--- config.mk ---
export PLATFORM = sky130hd
export DESIGN_NAME = booth_radix4_controller_flat
export DESIGN_NICKNAME = d
export VERILOG_FILES = /design/src/rtl/booth_radix4_controller_if.sv /design/src/rtl/booth_radix4_controller.sv /design/src/flat_wrapper.sv
export SDC_FILE = /design/constraint.sdc
export NUM_CORES = 1
export LEC_CHECK = 0
export BUFFER_PORTS_ARGS = -buffer_cell sky130_fd_sc_hd__buf_2
export CAP_MARGIN = 20
export CORE_MARGIN = 2
export CORE_UTILIZATION = 50
export DETAILED_ROUTE_END_ITERATION = 10
export GPL_ROUTABILITY_DRIVEN = 0
export PLACE_DENSITY = 0.79
export SETUP_SLACK_MARGIN = 0.02
export SYNTH_ARGS = -nofsm -noshare
export SYNTH_HDL_FRONTEND = slang
export SYNTH_SLANG_ARGS = --single-unit
--- constraint.sdc ---
create_clock -name CLOCK -period 2.6 [get_ports CLOCK]
set_input_delay 0.26 -clock CLOCK [delete_from_list [all_inputs] [get_ports CLOCK]]
set_output_delay 0.26 -clock CLOCK [all_outputs]
set_load 0.05 [all_outputs]
--- src/rtl/booth_radix4_controller_if.sv ---
// Control bundle between the radix-4 Booth controller (master) and its datapath (slave).
// Optional BOOTH_CTRL_CYCLE_COUNT_EN adds the cycle_count status field.
interface booth_radix4_controller_if;
  logic       START;
  logic [2:0] control;
  logic       shifter_HI_shift_enable;
  logic       shifter_HI_load_enable;
  logic       shifter_HI_clear;
  logic       shifter_LO_shift_enable;
  logic       shifter_LO_load_enable;
  logic       shifter_LO_clear;
  logic       register_M_enable;
  logic       register_M_clear;
  logic       register_X_enable;
  logic       register_X_clear;
  logic       adder_enable;
  logic [1:0] adder_mode;
  logic       READY;
  logic       DONE;
`ifdef BOOTH_CTRL_CYCLE_COUNT_EN
  logic [15:0] cycle_count;
`endif

  modport master (
    input  START, control,
    output shifter_HI_shift_enable, shifter_HI_load_enable, shifter_HI_clear,
           shifter_LO_shift_enable, shifter_LO_load_enable, shifter_LO_clear,
           register_M_enable, register_M_clear, register_X_enable, register_X_clear,
           adder_enable, adder_mode, READY, DONE
`ifdef BOOTH_CTRL_CYCLE_COUNT_EN
           , cycle_count
`endif
  );

  modport slave (
    output START, control,
    input  shifter_HI_shift_enable, shifter_HI_load_enable, shifter_HI_clear,
           shifter_LO_shift_enable, shifter_LO_load_enable, shifter_LO_clear,
           register_M_enable, register_M_clear, register_X_enable, register_X_clear,
           adder_enable, adder_mode, READY, DONE
`ifdef BOOTH_CTRL_CYCLE_COUNT_EN
           , cycle_count
`endif
  );
endinterface

--- src/rtl/booth_radix4_controller.sv ---
// Moore controller sequencing a radix-4 Booth shift-and-add datapath.
// Define BOOTH_CTRL_CYCLE_COUNT_EN to add the INIT->DONE cycle_count status output.
module booth_radix4_controller #(
  parameter int unsigned size = 8
) (
  input logic                        CLOCK,
  input logic                        RESET,
  booth_radix4_controller_if.master  bus
);

  localparam int unsigned ITERS = size / 2;
  localparam int unsigned CNT_W = (ITERS > 1) ? $clog2(ITERS) : 1;

  typedef enum logic [2:0] {
    S_IDLE, S_INIT, S_DECODE, S_ADD, S_ACC, S_SHIFT, S_DONE
  } state_t;

  typedef struct packed {
    logic       hi_shift;
    logic       hi_load;
    logic       hi_clear;
    logic       lo_shift;
    logic       lo_load;
    logic       m_en;
    logic       x_en;
    logic       x_clear;
    logic       add_en;
    logic [1:0] add_mode;
    logic       ready;
    logic       done;
  } ctrl_t;

  state_t           state_q, state_d;
  logic [CNT_W-1:0] cnt_q, cnt_d;
  logic             neg_q, neg_d;
  logic [1:0]       passes_q, passes_d;
  ctrl_t            ctrl_q, ctrl_d;

  // State, iteration counter, op register and registered outputs
  always_ff @(posedge CLOCK) begin
    if (!RESET) begin
      state_q      <= S_IDLE;
      cnt_q        <= '0;
      neg_q        <= 1'b0;
      passes_q     <= 2'd0;
      ctrl_q       <= '0;
      ctrl_q.ready <= 1'b1;
    end else begin
      state_q  <= state_d;
      cnt_q    <= cnt_d;
      neg_q    <= neg_d;
      passes_q <= passes_d;
      ctrl_q   <= ctrl_d;
    end
  end

  // Next state; a +-2M digit is executed as two +-M passes
  always_comb begin
    state_d  = state_q;
    cnt_d    = cnt_q;
    neg_d    = neg_q;
    passes_d = passes_q;
    unique case (state_q)
      S_IDLE: if (bus.START) state_d = S_INIT;
      S_INIT: begin
        cnt_d   = '0;
        state_d = S_DECODE;
      end
      S_DECODE: begin
        unique case (bus.control)
          3'b001, 3'b010: begin neg_d = 1'b0; passes_d = 2'd1; end
          3'b011:         begin neg_d = 1'b0; passes_d = 2'd2; end
          3'b100:         begin neg_d = 1'b1; passes_d = 2'd2; end
          3'b101, 3'b110: begin neg_d = 1'b1; passes_d = 2'd1; end
          default:        begin neg_d = 1'b0; passes_d = 2'd0; end
        endcase
        state_d = (passes_d == 2'd0) ? S_SHIFT : S_ADD;
      end
      S_ADD: state_d = S_ACC;
      S_ACC: begin
        passes_d = passes_q - 2'd1;
        state_d  = (passes_q > 2'd1) ? S_ADD : S_SHIFT;
      end
      S_SHIFT: begin
        if (cnt_q == CNT_W'(ITERS - 1)) begin
          state_d = S_DONE;
        end else begin
          cnt_d   = cnt_q + CNT_W'(1);
          state_d = S_DECODE;
        end
      end
      S_DONE:  state_d = S_IDLE;
      default: state_d = S_IDLE;
    endcase
  end

  // Output decode of the upcoming state so the registered outputs track the state
  always_comb begin
    ctrl_d = '0;
    unique case (state_d)
      S_IDLE: ctrl_d.ready = 1'b1;
      S_INIT: begin
        ctrl_d.m_en     = 1'b1;
        ctrl_d.lo_load  = 1'b1;
        ctrl_d.hi_clear = 1'b1;
        ctrl_d.x_clear  = 1'b1;
      end
      S_ADD: begin
        ctrl_d.add_en   = 1'b1;
        ctrl_d.add_mode = neg_d ? 2'b10 : 2'b01;
      end
      S_ACC: ctrl_d.hi_load = 1'b1;
      S_SHIFT: begin
        ctrl_d.hi_shift = 1'b1;
        ctrl_d.lo_shift = 1'b1;
        ctrl_d.x_en     = 1'b1;
      end
      S_DONE:  ctrl_d.done = 1'b1;
      default: ctrl_d = '0;
    endcase
  end

  assign bus.shifter_HI_shift_enable = ctrl_q.hi_shift;
  assign bus.shifter_HI_load_enable  = ctrl_q.hi_load;
  assign bus.shifter_HI_clear        = ctrl_q.hi_clear;
  assign bus.shifter_LO_shift_enable = ctrl_q.lo_shift;
  assign bus.shifter_LO_load_enable  = ctrl_q.lo_load;
  assign bus.shifter_LO_clear        = 1'b0;
  assign bus.register_M_enable       = ctrl_q.m_en;
  assign bus.register_M_clear        = 1'b0;
  assign bus.register_X_enable       = ctrl_q.x_en;
  assign bus.register_X_clear        = ctrl_q.x_clear;
  assign bus.adder_enable            = ctrl_q.add_en;
  assign bus.adder_mode              = ctrl_q.add_mode;
  assign bus.READY                   = ctrl_q.ready;
  assign bus.DONE                    = ctrl_q.done;

`ifdef BOOTH_CTRL_CYCLE_COUNT_EN
  logic [15:0] run_cnt_q, run_cnt_d;
  logic [15:0] cyc_cnt_q, cyc_cnt_d;
  logic [15:0] run_inc;

  // run_cnt counts INIT onward; the DONE cycle is added when the result is captured
  assign run_inc = (run_cnt_q == 16'hFFFF) ? run_cnt_q : run_cnt_q + 16'd1;

  always_comb begin
    run_cnt_d = run_cnt_q;
    cyc_cnt_d = cyc_cnt_q;
    unique case (state_q)
      S_INIT:                           run_cnt_d = 16'd1;
      S_DECODE, S_ADD, S_ACC, S_SHIFT:  run_cnt_d = run_inc;
      S_DONE:                           cyc_cnt_d = run_inc;
      default:                          run_cnt_d = run_cnt_q;
    endcase
  end

  always_ff @(posedge CLOCK) begin
    if (!RESET) begin
      run_cnt_q <= 16'd0;
      cyc_cnt_q <= 16'd0;
    end else begin
      run_cnt_q <= run_cnt_d;
      cyc_cnt_q <= cyc_cnt_d;
    end
  end

  assign bus.cycle_count = cyc_cnt_q;
`endif

endmodule

--- src/flat_wrapper.sv ---
// flat-port wrapper written by rule: the top's interface ports become plain ports
module booth_radix4_controller_flat 
#(
  parameter int unsigned size = 8
)
  (CLOCK, RESET, bus_START, bus_control, bus_shifter_HI_shift_enable, bus_shifter_HI_load_enable, bus_shifter_HI_clear, bus_shifter_LO_shift_enable, bus_shifter_LO_load_enable, bus_shifter_LO_clear, bus_register_M_enable, bus_register_M_clear, bus_register_X_enable, bus_register_X_clear, bus_adder_enable, bus_adder_mode, bus_READY, bus_DONE);
  booth_radix4_controller_if bus_i ();
  input logic CLOCK;
  input logic RESET;
  input wire logic [$bits(bus_i.START)-1:0] bus_START;
  input wire logic [$bits(bus_i.control)-1:0] bus_control;
  output wire logic [$bits(bus_i.shifter_HI_shift_enable)-1:0] bus_shifter_HI_shift_enable;
  output wire logic [$bits(bus_i.shifter_HI_load_enable)-1:0] bus_shifter_HI_load_enable;
  output wire logic [$bits(bus_i.shifter_HI_clear)-1:0] bus_shifter_HI_clear;
  output wire logic [$bits(bus_i.shifter_LO_shift_enable)-1:0] bus_shifter_LO_shift_enable;
  output wire logic [$bits(bus_i.shifter_LO_load_enable)-1:0] bus_shifter_LO_load_enable;
  output wire logic [$bits(bus_i.shifter_LO_clear)-1:0] bus_shifter_LO_clear;
  output wire logic [$bits(bus_i.register_M_enable)-1:0] bus_register_M_enable;
  output wire logic [$bits(bus_i.register_M_clear)-1:0] bus_register_M_clear;
  output wire logic [$bits(bus_i.register_X_enable)-1:0] bus_register_X_enable;
  output wire logic [$bits(bus_i.register_X_clear)-1:0] bus_register_X_clear;
  output wire logic [$bits(bus_i.adder_enable)-1:0] bus_adder_enable;
  output wire logic [$bits(bus_i.adder_mode)-1:0] bus_adder_mode;
  output wire logic [$bits(bus_i.READY)-1:0] bus_READY;
  output wire logic [$bits(bus_i.DONE)-1:0] bus_DONE;
  assign bus_i.START = bus_START;
  assign bus_i.control = bus_control;
  assign bus_shifter_HI_shift_enable = bus_i.shifter_HI_shift_enable;
  assign bus_shifter_HI_load_enable = bus_i.shifter_HI_load_enable;
  assign bus_shifter_HI_clear = bus_i.shifter_HI_clear;
  assign bus_shifter_LO_shift_enable = bus_i.shifter_LO_shift_enable;
  assign bus_shifter_LO_load_enable = bus_i.shifter_LO_load_enable;
  assign bus_shifter_LO_clear = bus_i.shifter_LO_clear;
  assign bus_register_M_enable = bus_i.register_M_enable;
  assign bus_register_M_clear = bus_i.register_M_clear;
  assign bus_register_X_enable = bus_i.register_X_enable;
  assign bus_register_X_clear = bus_i.register_X_clear;
  assign bus_adder_enable = bus_i.adder_enable;
  assign bus_adder_mode = bus_i.adder_mode;
  assign bus_READY = bus_i.READY;
  assign bus_DONE = bus_i.DONE;
  booth_radix4_controller #(.size(size)) u_core (.CLOCK(CLOCK), .RESET(RESET), .bus(bus_i));
endmodule
== Yosys cells after proc, flatten, opt, wreduce, memory -nomap -nowiden ==
Index checks and enable logic that the tools add are counted.

* Register bits: 18
* Latch bits: 0
* Bits in writable memories: 0
* Bits in read-only memories: 0
* Input port bits: 6
* Output and inout bits: 15
* Word-level logic and storage cells: 64
* Memories kept: 0

* Add/sub/neg operators: 2
* Multipliers: 0
* Divide/modulo/power cells: 0
* $lt $le $gt $ge: 1
* Equality and inequality tests: 18
* Shift operators: 0
* Muxes and demuxes: 20
* Bitwise operators: 0
* Reductions and logical operators: 10

{| class="wikitable"
|+ Operator list
! cell !! count
|-
| 3-bit == test (second input constant) || 8
|-
| 3-bit one-hot mux with 6 select lines || 1
|-
| 3-bit by 2-bit == test with 1-bit output (second input constant) || 5
|-
| 3-bit 2-to-1 mux || 5
|-
| 2-bit one-hot mux with 2 select lines || 3
|-
| 3-bit by 1-bit == test with 1-bit output (second input constant) || 3
|-
| 2-bit 2-to-1 mux || 4
|-
| 1-bit 2-to-1 mux || 7
|-
| 3-bit zero test || 2
|-
| 2-bit AND reduction || 2
|-
| 2-bit nonzero test || 2
|-
| 4-bit OR reduction || 1
|-
| 3-bit OR reduction || 1
|-
| 2-bit by 1-bit adder with 2-bit output (second input constant) || 1
|-
| 2-bit == test (second input constant) || 1
|-
| 2-bit by 1-bit greater-than comparator with 1-bit output (second input constant) || 1
|-
| 2-bit zero test || 1
|-
| 2-bit != test (second input constant) || 1
|-
| 2-bit OR reduction || 1
|-
| 2-bit by 1-bit subtractor with 2-bit output (second input constant) || 1
|}

== Longest topological paths before layout ==
Gate-level depths: netlist of run 1.

* Depth in word-level cells: 9
* Mapped depth: 5
* Gate-level depth less buffers: 5

== Worst setup path after synthesis of run 1 ==
Ideal clock, no wire load.

* Path kind: flip-flop to flip-flop
* Start: register u_core.passes_q[1]
* End: register u_core.ctrl_q, in the netlist u_core.bus.shifter_HI_clear
* Library setup time: 0.073 ns
* Arrival time: 1.274 ns
* Data required time: 2.527 ns
* Path slack: 1.254 ns
* Cell stages (with the launch flop): 6
* Path buffers: 0
* Period minus slack after synthesis: 1.346 ns
* Cell sequence: dfxtp_1 > inv_1 > ha_1 > or3b_1 > a31oi_2 > nor3b_2

* Word-level cells in the longest chain between the ends: 5

{| class="wikitable"
|+ RTL lines
! item !! RTL line !! RTL
|-
| start, declared || booth_radix4_controller.sv:36 || <nowiki>logic [1:0] passes_q, passes_d;</nowiki>
|-
| start signal, assigned || booth_radix4_controller.sv:52 || <nowiki>passes_q <= passes_d;</nowiki>
|-
| 2-bit by 1-bit greater-than comparator with 1-bit output || booth_radix4_controller.sv:82 || <nowiki>state_d = (passes_q > 2'd1) ? S_ADD : S_SHIFT;</nowiki>
|-
| 3-bit 2-to-1 mux || booth_radix4_controller.sv:82 ||
|-
| 3-bit one-hot mux with 6 select lines || booth_radix4_controller.sv:63 || <nowiki>unique case (state_q)</nowiki>
|-
| 3-bit by 1-bit == test with 1-bit output || booth_radix4_controller.sv:100 || <nowiki>unique case (state_d)</nowiki>
|-
| 1-bit 2-to-1 mux || booth_radix4_controller.sv:100 ||
|-
| end signal, assigned || booth_radix4_controller.sv:53 || <nowiki>ctrl_q <= ctrl_d;</nowiki>
|-
| end, declared || booth_radix4_controller.sv:37 || <nowiki>ctrl_t ctrl_q, ctrl_d;</nowiki>
|}

No other way between the ends.
A chain may end at the register's enable or synchronous reset.

== Final worst setup path of run 1 ==
Same ends and word-level chain as after synthesis.

==> impl_metrics.ini, run 1 <==
[grt]
grtUsageMet2_pct = 24.5
use_met1_pct = 18.7
grt_overflow = 0
antenna_found_initial = 0
track_usage_pct = 15.1
grt_pass1_wl_mm = 2.28
grt_pass1_vias = 538
grtUsageMet3_pct = 5.95
grt_max_degree = 13
busiest_layer = met2

[finish]
finalInstanceArea_um2 = 932
n_antenna_cell = 0
layout.cells.non_filler = 113
area_growth_pct = 8.44
nNetsFinal = 110
drive_gt1_share_pct = 32.0

[sta]
timing.final.ws_setup_ns = 1.12
finalMaxSlewViolations = 0
min_period_ns = 1.48
clock_skew_ns = 0.00870
fmaxAchievable_mhz = 675
setup_tns_ns = 0
hold_viol = 0
fin_crit_sh_pct = 57.0
setup_viol = 0
rsz0062_at_grt = false

[synth]
synth_top_area_cell = dfxtp_1
ys_ff_latch = 16
yosysMostFrequentCell = dfxtp_1
synth_area_leaders = dfxtp_1 (37%), ha_1 (8.7%), buf_4 (6.1%), nor2b_1 (2.9%), nor3b_2 (2.9%)
ys.flop_type = dfxtp_1
syn_area_um2 = 860
synth_cell_types = 41
synth_seq_area_share_pct = 37.3
synth_area_per_cell_um2 = 10.1
synth_top_area_share_pct = 37.3
synth_edf_count = 0
yosys-top-cells-count = dfxtp_1 (16), buf_4 (7), ha_1 (6)
yosys_warnings = 0
async_flop_share_pct = 0
netlist_instances = 85

[pwr]
p_int_mw = 0.392
clock_power_share_pct = 28.2
switchingPower_mw = 0.192
netSwitchingFraction_pct = 32.9
p_comb_share_pct = 24.2
power.density_mw_per_mm2 = 626
ir_worst_vdd_uv = 301
leakage_nw = 0.430
seqPwrFrac_pct = 47.5

[placement]
portBuffers = 18
hpwl_mm = 1.03
post-place-ws_ns = 1.09
placedInstanceArea_um2 = 896
placed_cells = 109

[routing]
drt_iter0_drc = 7
antenna_left = 0
first_pass_iters = 4
drc_errors = 0
routed_wl_mm = 1.38
wl_per_cell_um = 12.2
vias = 629
viasPerCell = 5.57

[die]
io_pins = 21
start_util_pct = 55.1
dieArea_mm2 = 0.00207
rows = 14
die_h_um = 45.5
coreArea_mm2 = 0.00156
dieWidth_um = 45.5

[worst_setup_path]
cpMaxStageDelayCell = dfxtp_1
cp.arrival_ns = 1.70
critPathCaptureType = register
critPathKind = register to register
cp_max_fo = 4
worstSetupStartpointType = register
crit_chain = inv_1, ha_1, or3b_1, a31oi_2, nor3b_2
critPathMaxStageDelay_ns = 0.38
required_ns = 2.82

[hold_path]
hold_class = input pin to register

[cts]
postCtsSetupBuffers = 0
numCtsBuffers = 3
clock_sinks = 16
clock_path_buffers = 2
clkTransAtPathRegs_ns = 0.10
htreeDepth = 1
cts-root-buf = clkbuf_4
ctsHoldBuffers = 0
cts_tree = yes
ctsResizeCount = 0
clk_latency_ns = 0.29

[run]
cap_violations = 0

[run_status]
status = finished clean
[flip-flops by register name, indices dropped and copies added (netlist names), 2 cells and up]
register,flops
u_core.cnt_q,2
u_core.bus.adder_mode,2
u_core.passes_q,2
u_core.state_q,3
[power groups by stage]
stage | clock network [mW] | logic, mW | registers (mW)
finish | 0.165 | 0.141 | 0.277
global route | 0.182 | 0.151 | 0.280
CTS | 0.171 | 0.141 | 0.277
detailed placement | 0 | 0.141 | 0.283
global placement | 0 | 0.138 | 0.282
floorplan | 0 | 0.117 | 0.294
[metal layers]
metal / share of wire (%) / up-vias / wire (um)
met3: 6.1 / 2 / 84
met1: 49 / 289 / 671
li1: - / 318 / -
met5: 0 / - / 0
met2: 45 / 20 / 618
met4: 0.65 / 0 / 9
[stage by stage]
stage	total power [mW]	util, %	hold WS [ns]
CTS	0.589	59.8	0.270
global route	0.613	59.8	0.295
finish	0.583	59.8	0.281
detailed placement	0.424	57.5	0.495
global placement	0.420	57.5	0.471
floorplan	0.410	-	0.459
[area by class of cell]
type                       instances  area [um2]
inverter                           5        18.8
tap                               16        20.0
timing repair buffer              18        90.1
fill                             138         627
sequential                        16         320
clock buffer                       4        36.3
multi-input combinational         54         447
[cell usage in the layout (no fill, tap or decap), drive strengths merged, types with 2 or more instances in the layout]
| master | synthesis | routed |
|---|---|---|
| a21boi | 3 | 3 |
| buf | 10 | 18 |
| clkbuf | 1 | 4 |
| conb | 1 | 2 |
| dfxtp | 16 | 16 |
| ha | 6 | 6 |
| inv | 5 | 5 |
| mux2i | 2 | 2 |
| nand2 | 3 | 3 |
| nand2b | 2 | 2 |
| nor2b | 4 | 4 |
| nor3b | 3 | 3 |
| nor4 | 4 | 4 |
| o21a | 3 | 3 |
| o21ai | 2 | 2 |
| or3b | 2 | 2 |
[worst paths after layout]
path,start,end,slack (ns),cells after the start
max,u_core.passes_q[1]$_SDFFE_PN0P_,u_core.bus.shifter_HI_clear$_SDFF_PN0_,1.12,5
min,RESET,u_core.state_q[1]$_SDFF_PN0_,0.28,2
max reg2reg,u_core.passes_q[1]$_SDFFE_PN0P_,u_core.bus.shifter_HI_clear$_SDFF_PN0_,1.12,5
min reg2reg,u_core.cnt_q[0]$_SDFFE_PN0P_,u_core.cnt_q[0]$_SDFFE_PN0P_,0.51,2
[worst max-delay path: cells and delay by family (launching register included)]
kind                       cells  cell delay, ns
and+or+nand+nor                2            0.55
DFF                            1            0.38
adders and majority gates      1            0.18
AOI/OAI and AO/OA              1            0.25
buffers and inverters          1            0.06
[logic make-up (layout without fill, tap and decap cells)]
| group | Yosys count | in the layout | synth area share (%) |
|---|---|---|---|
| AOI/OAI and AO/OA | 15 | 15 | 14.1 |
| adders and majority gates | 6 | 6 | 8.73 |
| buffers and inverters | 16 | 27 | 11.2 |
| DFF | 16 | 16 | 37.3 |
| muxes | 3 | 3 | 3.64 |
| other | 1 | 2 | 0.436 |
| and+or+nand+nor | 28 | 28 | 24.6 |
No activity file was read; power rests on OpenSTA's default activity.
==> inputs of run 2 (changes only) <==
clock period = 1.5 ns   (was 2.6 ns; I/O delays follow)
==> run 2 against run 1 <==
  * Routed wire length grew 9.2%
  * Critical path type unchanged
  * Combinational power grew 92%
  * Clock skew shrank 0.0046 ns
==> impl_metrics.ini, run 2 (synthesis gave the netlist of run 1 again) <==
[run_status]
status = finished clean

[hold_path]
hold_class = input pin to register
min_delay_path_depth = 3

[sta]
fmaxAchievable_mhz = 713
fin_crit_sh_pct = 93.5
timing.final.ws_setup_ns = 0.0981
hold_slack_ns = 0.262
setup_tns_ns = 0
clock_skew_ns = 0.00412
finalMaxSlewViolations = 0
setup_viol = 0
min_period_ns = 1.40
hold_viol = 0
rsz0062_at_grt = false

[finish]
finalInstanceArea_um2 = 977
n_antenna_cell = 0
post-route-util_pct = 62.7
top_register = u_core.state_q
final_common_cell = buf_2
nNetsFinal = 114
drive_gt1_share_pct = 38.6
area_growth_pct = 13.7
final_cell_mix = buf_2 (18), dfxtp_1 (15), ha_1 (5), nor2b_1 (4), buf_4 (4)
largest_reg_flops = 3

[worst_setup_path]
worstSetupStartpointType = register
required_ns = 1.72
critPathKind = register to register
critPathCaptureType = register
cp.arrival_ns = 1.62
cp_max_fo = 4
ff2ff_path_depth = 5
regToRegSetupSlack_ns = 0.1

[pwr]
p_int_mw = 0.695
leakage_nw = 0.454
netSwitchingFraction_pct = 32.7
seqPwrFrac_pct = 46.5
switchingPower_mw = 0.338
ir_worst_vdd_uv = 517
power.density_mw_per_mm2 = 1060
p_comb_share_pct = 26.2
clock_power_share_pct = 27.3

[run]
cap_violations = 0

[die]
dieArea_mm2 = 0.00207
io_pins = 21
dieWidth_um = 45.5
start_util_pct = 55.1
die_h_um = 45.5
coreArea_mm2 = 0.00156
rows = 14

[routing]
vias = 648
wl_per_cell_um = 12.9
drc_errors = 0
routed_wl_mm = 1.51
antenna_left = 0
viasPerCell = 5.54
drt_iter0_drc = 10
first_pass_iters = 7

[cts]
clkTransAtPathRegs_ns = 0.10
cts-root-buf = clkbuf_4
clk_latency_ns = 0.28
numCtsBuffers = 3
clock_path_buffers = 2
clock_sinks = 16
htreeDepth = 1
cts_tree = yes

[placement]
post-place-ws_ns = 0.0609
placedInstanceArea_um2 = 926
portBuffers = 18
hpwl_mm = 1.11

[grt]
grt_overflow = 0
track_usage_pct = 17.1
grt_pass1_wl_mm = 2.49
grt_pass1_vias = 619
antenna_found_initial = 0
grt_max_degree = 12
==> run 2: power by group through the flow <==
stage               clock network, mW  logic [mW]  registers [mW]
finish                          0.282       0.271           0.481
global route                    0.313       0.292           0.486
CTS                             0.288       0.262           0.479
detailed placement                  0       0.260           0.489
global placement                    0       0.256           0.487
floorplan                           0       0.202           0.509
==> run 2: critical path: stages (launching register included) <==
cell	delay, ns
dfxtp_2	0.37
inv_2	0.04
ha_2	0.16
or3b_4	0.38
a31oi_4	0.22
nor3b_2	0.18
==> run 2: final cells by class <==
type / count / area (um2)
sequential: 16 / 322
multi-input combinational: 54 / 460
inverter: 5 / 18.8
fill: 141 / 582
tap: 16 / 20.0
timing repair buffer: 22 / 120
clock buffer: 4 / 36.3
==> run 2: path summary, 6_finish.rpt <==
path,endpoint,start
max reg2reg,u_core.bus.shifter_HI_clear$_SDFF_PN0_,u_core.passes_q[1]$_SDFFE_PN0P_
max,u_core.bus.shifter_HI_clear$_SDFF_PN0_,u_core.passes_q[1]$_SDFFE_PN0P_
min,u_core.state_q[1]$_SDFF_PN0_,RESET
min reg2reg,u_core.cnt_q[0]$_SDFFE_PN0P_,u_core.cnt_q[0]$_SDFFE_PN0P_
==> run 2: metal layers <==
metal / vias to the layer above / GRT usage (%) / wire (um)
met3: 2 / 4.76 / 72
met2: 19 / 30.1 / 764
met4: 0 / 8.82 / 10
li1: 326 / - / -
met1: 301 / 18.2 / 662
met5: - / 0 / 0
==> run 2: through the flow <==
step                instances  power, mW
floorplan                  86      0.711
global placement          113      0.743
detailed placement        113      0.749
CTS                       117       1.03
global route              117       1.09
finish                    117       1.03
==> run 2: timing repair <==
action	CTS	global route
endpoints found under the setup margin	0	4
hold buffers	0	0
buffers inserted	0	0
resized for setup	0	5
==> inputs of run 3 (changes only) <==
CTS_BUF_LIST = sky130_fd_sc_hd__clkbuf_2   (was default)
==> run 3 against run 2 <==
  * Via count increased by 0.15%
  * Cell area decreased by 0.64%
  * Flip-flop and latch count unchanged
  * Combinational power increased by 3%
  * Register-to-register slack about the same
  * Power decreased by 8.2%
  * Core utilization decreased by 0.40 points
  * Setup slack got worse by 0.0032 ns
  * Clock power decreased by 33%
  * Critical path type unchanged
  * Largest cell class unchanged
==> impl_metrics.ini, run 3 (synthesis gave the netlist of run 1 again) <==
[grt]
antenna_found_initial = 0
grt_pass1_wl_mm = 2.43
grt_pass1_vias = 615
grt_overflow = 0
track_usage_pct = 16.5
grt_max_degree = 12

[finish]
top_register = u_core.state_q
layout.area.seq_um2 = 322
nNetsFinal = 115
area_growth_pct = 13.0
largest_reg_flops = 3
drive_gt1_share_pct = 38.2
final_common_cell = buf_2
multi_input_area_um2 = 460
post-route-util_pct = 62.3
final_cell_mix = buf_2 (18), dfxtp_1 (15), ha_1 (5), nor2b_1 (4), buf_4 (4)
fillers = 137
n_antenna_cell = 0

[die]
dieWidth_um = 45.5
rows = 14
io_pins = 21
coreArea_mm2 = 0.00156
die_h_um = 45.5
dieArea_mm2 = 0.00207
start_util_pct = 55.1

[pwr]
leakage_nw = 0.453
power.total_mw = 0.949
ir_worst_vdd_uv = 411
power.density_mw_per_mm2 = 977

[cts]
numCtsBuffers = 3
ctsHoldBuffers = 0
htreeDepth = 1
clk_latency_ns = 0.28
clock_sinks = 16
clkTransAtPathRegs_ns = 0.15
clock_path_buffers = 2
cts_tree = yes
cts-root-buf = clkbuf_2

[sta]
hold_slack_ns = 0.256
min_period_ns = 1.41
fmaxAchievable_mhz = 712
setup_viol = 0
hold_viol = 0
finalMaxSlewViolations = 0
fin_crit_sh_pct = 93.7
clock_skew_ns = 0.00538
setup_tns_ns = 0
rsz0062_at_grt = false

[worst_setup_path]
worstSetupStartpointType = register
r2r-end = u_core.bus.shifter_HI_shift_enable$_SDFF_PN0_
cp_max_fo = 4
critPathKind = register to register
critPathCaptureType = register
regToRegSetupSlack_ns = 0.09
required_ns = 1.69
ff2ff_path_depth = 6
worstSetupEndpoint = u_core.bus.shifter_HI_shift_enable$_SDFF_PN0_
rr_startpoint = u_core.passes_q[1]$_SDFFE_PN0P_
cp.arrival_ns = 1.59
critPathLaunch = u_core.passes_q[1]$_SDFFE_PN0P_

[placement]
hpwl_mm = 1.11
portBuffers = 18

[routing]
drc_errors = 0
wl_per_cell_um = 12.5
routed_wl_mm = 1.48
viasPerCell = 5.50
drt_iter0_drc = 17
vias = 649
first_pass_iters = 4
antenna_left = 0

[run]
cap_violations = 0

[run_status]
status = finished clean

[hold_path]
hold_class = input pin to register
==> run 3: cell types whose count changed in the layout (fill, tap and decap cells not counted) <==
cell | before | now
buf_6 | 0 | 1
clkbuf_2 | 0 | 3
clkbuf_4 | 3 | 0
clkbuf_8 | 1 | 0
clkinv_1 | 0 | 1
==> run 3: worst min-delay path by stage <==
| stage | start | endpoint | slack (ns) | cells past startpoint |
|---|---|---|---|---|
| global route | RESET | u_core.state_q[1]$_SDFF_PN0_ | 0.24 | 3 |
| CTS | RESET | u_core.state_q[1]$_SDFF_PN0_ | 0.25 | 3 |
| finish | RESET | u_core.state_q[1]$_SDFF_PN0_ | 0.26 | 3 |
| global placement | u_core.cnt_q[1]$_SDFFE_PN0P_ | u_core.cnt_q[1]$_SDFFE_PN0P_ | 0.47 | 2 |
| detailed placement | u_core.cnt_q[0]$_SDFFE_PN0P_ | u_core.cnt_q[0]$_SDFFE_PN0P_ | 0.49 | 2 |
| floorplan | bus_START | u_core.bus.READY$_SDFF_PN1_ | 0.43 | 2 |
==> run 3: through the flow <==
stage               worst slack [ns]  std cells  cell area (um2)
finish                        0.0949        118              971
floorplan                      0.154         86              863
CTS                           0.0237        117              945
global placement               0.115        113              926
detailed placement            0.0609        113              926
global route                  0.0158        118              971
==> run 3: power by group <==
part | internal, mW | switching [mW]
logic | 0.104 | 0.175
registers | 0.452 | 0.0295
clock network | 0.0580 | 0.131
==> run 3: metal layers <==
layer / global-route usage (%) / share of wire (%)
met1: 17.5 / 43
met2: 29.9 / 51
met3: 3.57 / 4.9
met4: 8.82 / 0.61
met5: 0 / 0
==> run 3: what timing repair did <==
item | 4_1_cts | 5_1_grt
resized for setup | 0 | 6
endpoints found under the setup margin | 0 | 3
hold endpoints to repair | 0 | 0
setup buffers | 0 | 1
==> run 3: critical path, cell delays in order (launching register included) <==
cell,delay [ns]
dfxtp_2,0.39
inv_2,0.04
ha_2,0.16
or3b_4,0.38
a31oi_4,0.21
buf_6,0.12
nor4_2,0.03
==> run 3: final cells by class <==
class	count	share of cell area (%)
clock buffer	3	1.55
clock inverter	1	0.387
inverter	5	1.93
multi-input combinational	54	47.4
sequential	16	33.1
tap	16	2.06
timing repair buffer	23	13.5
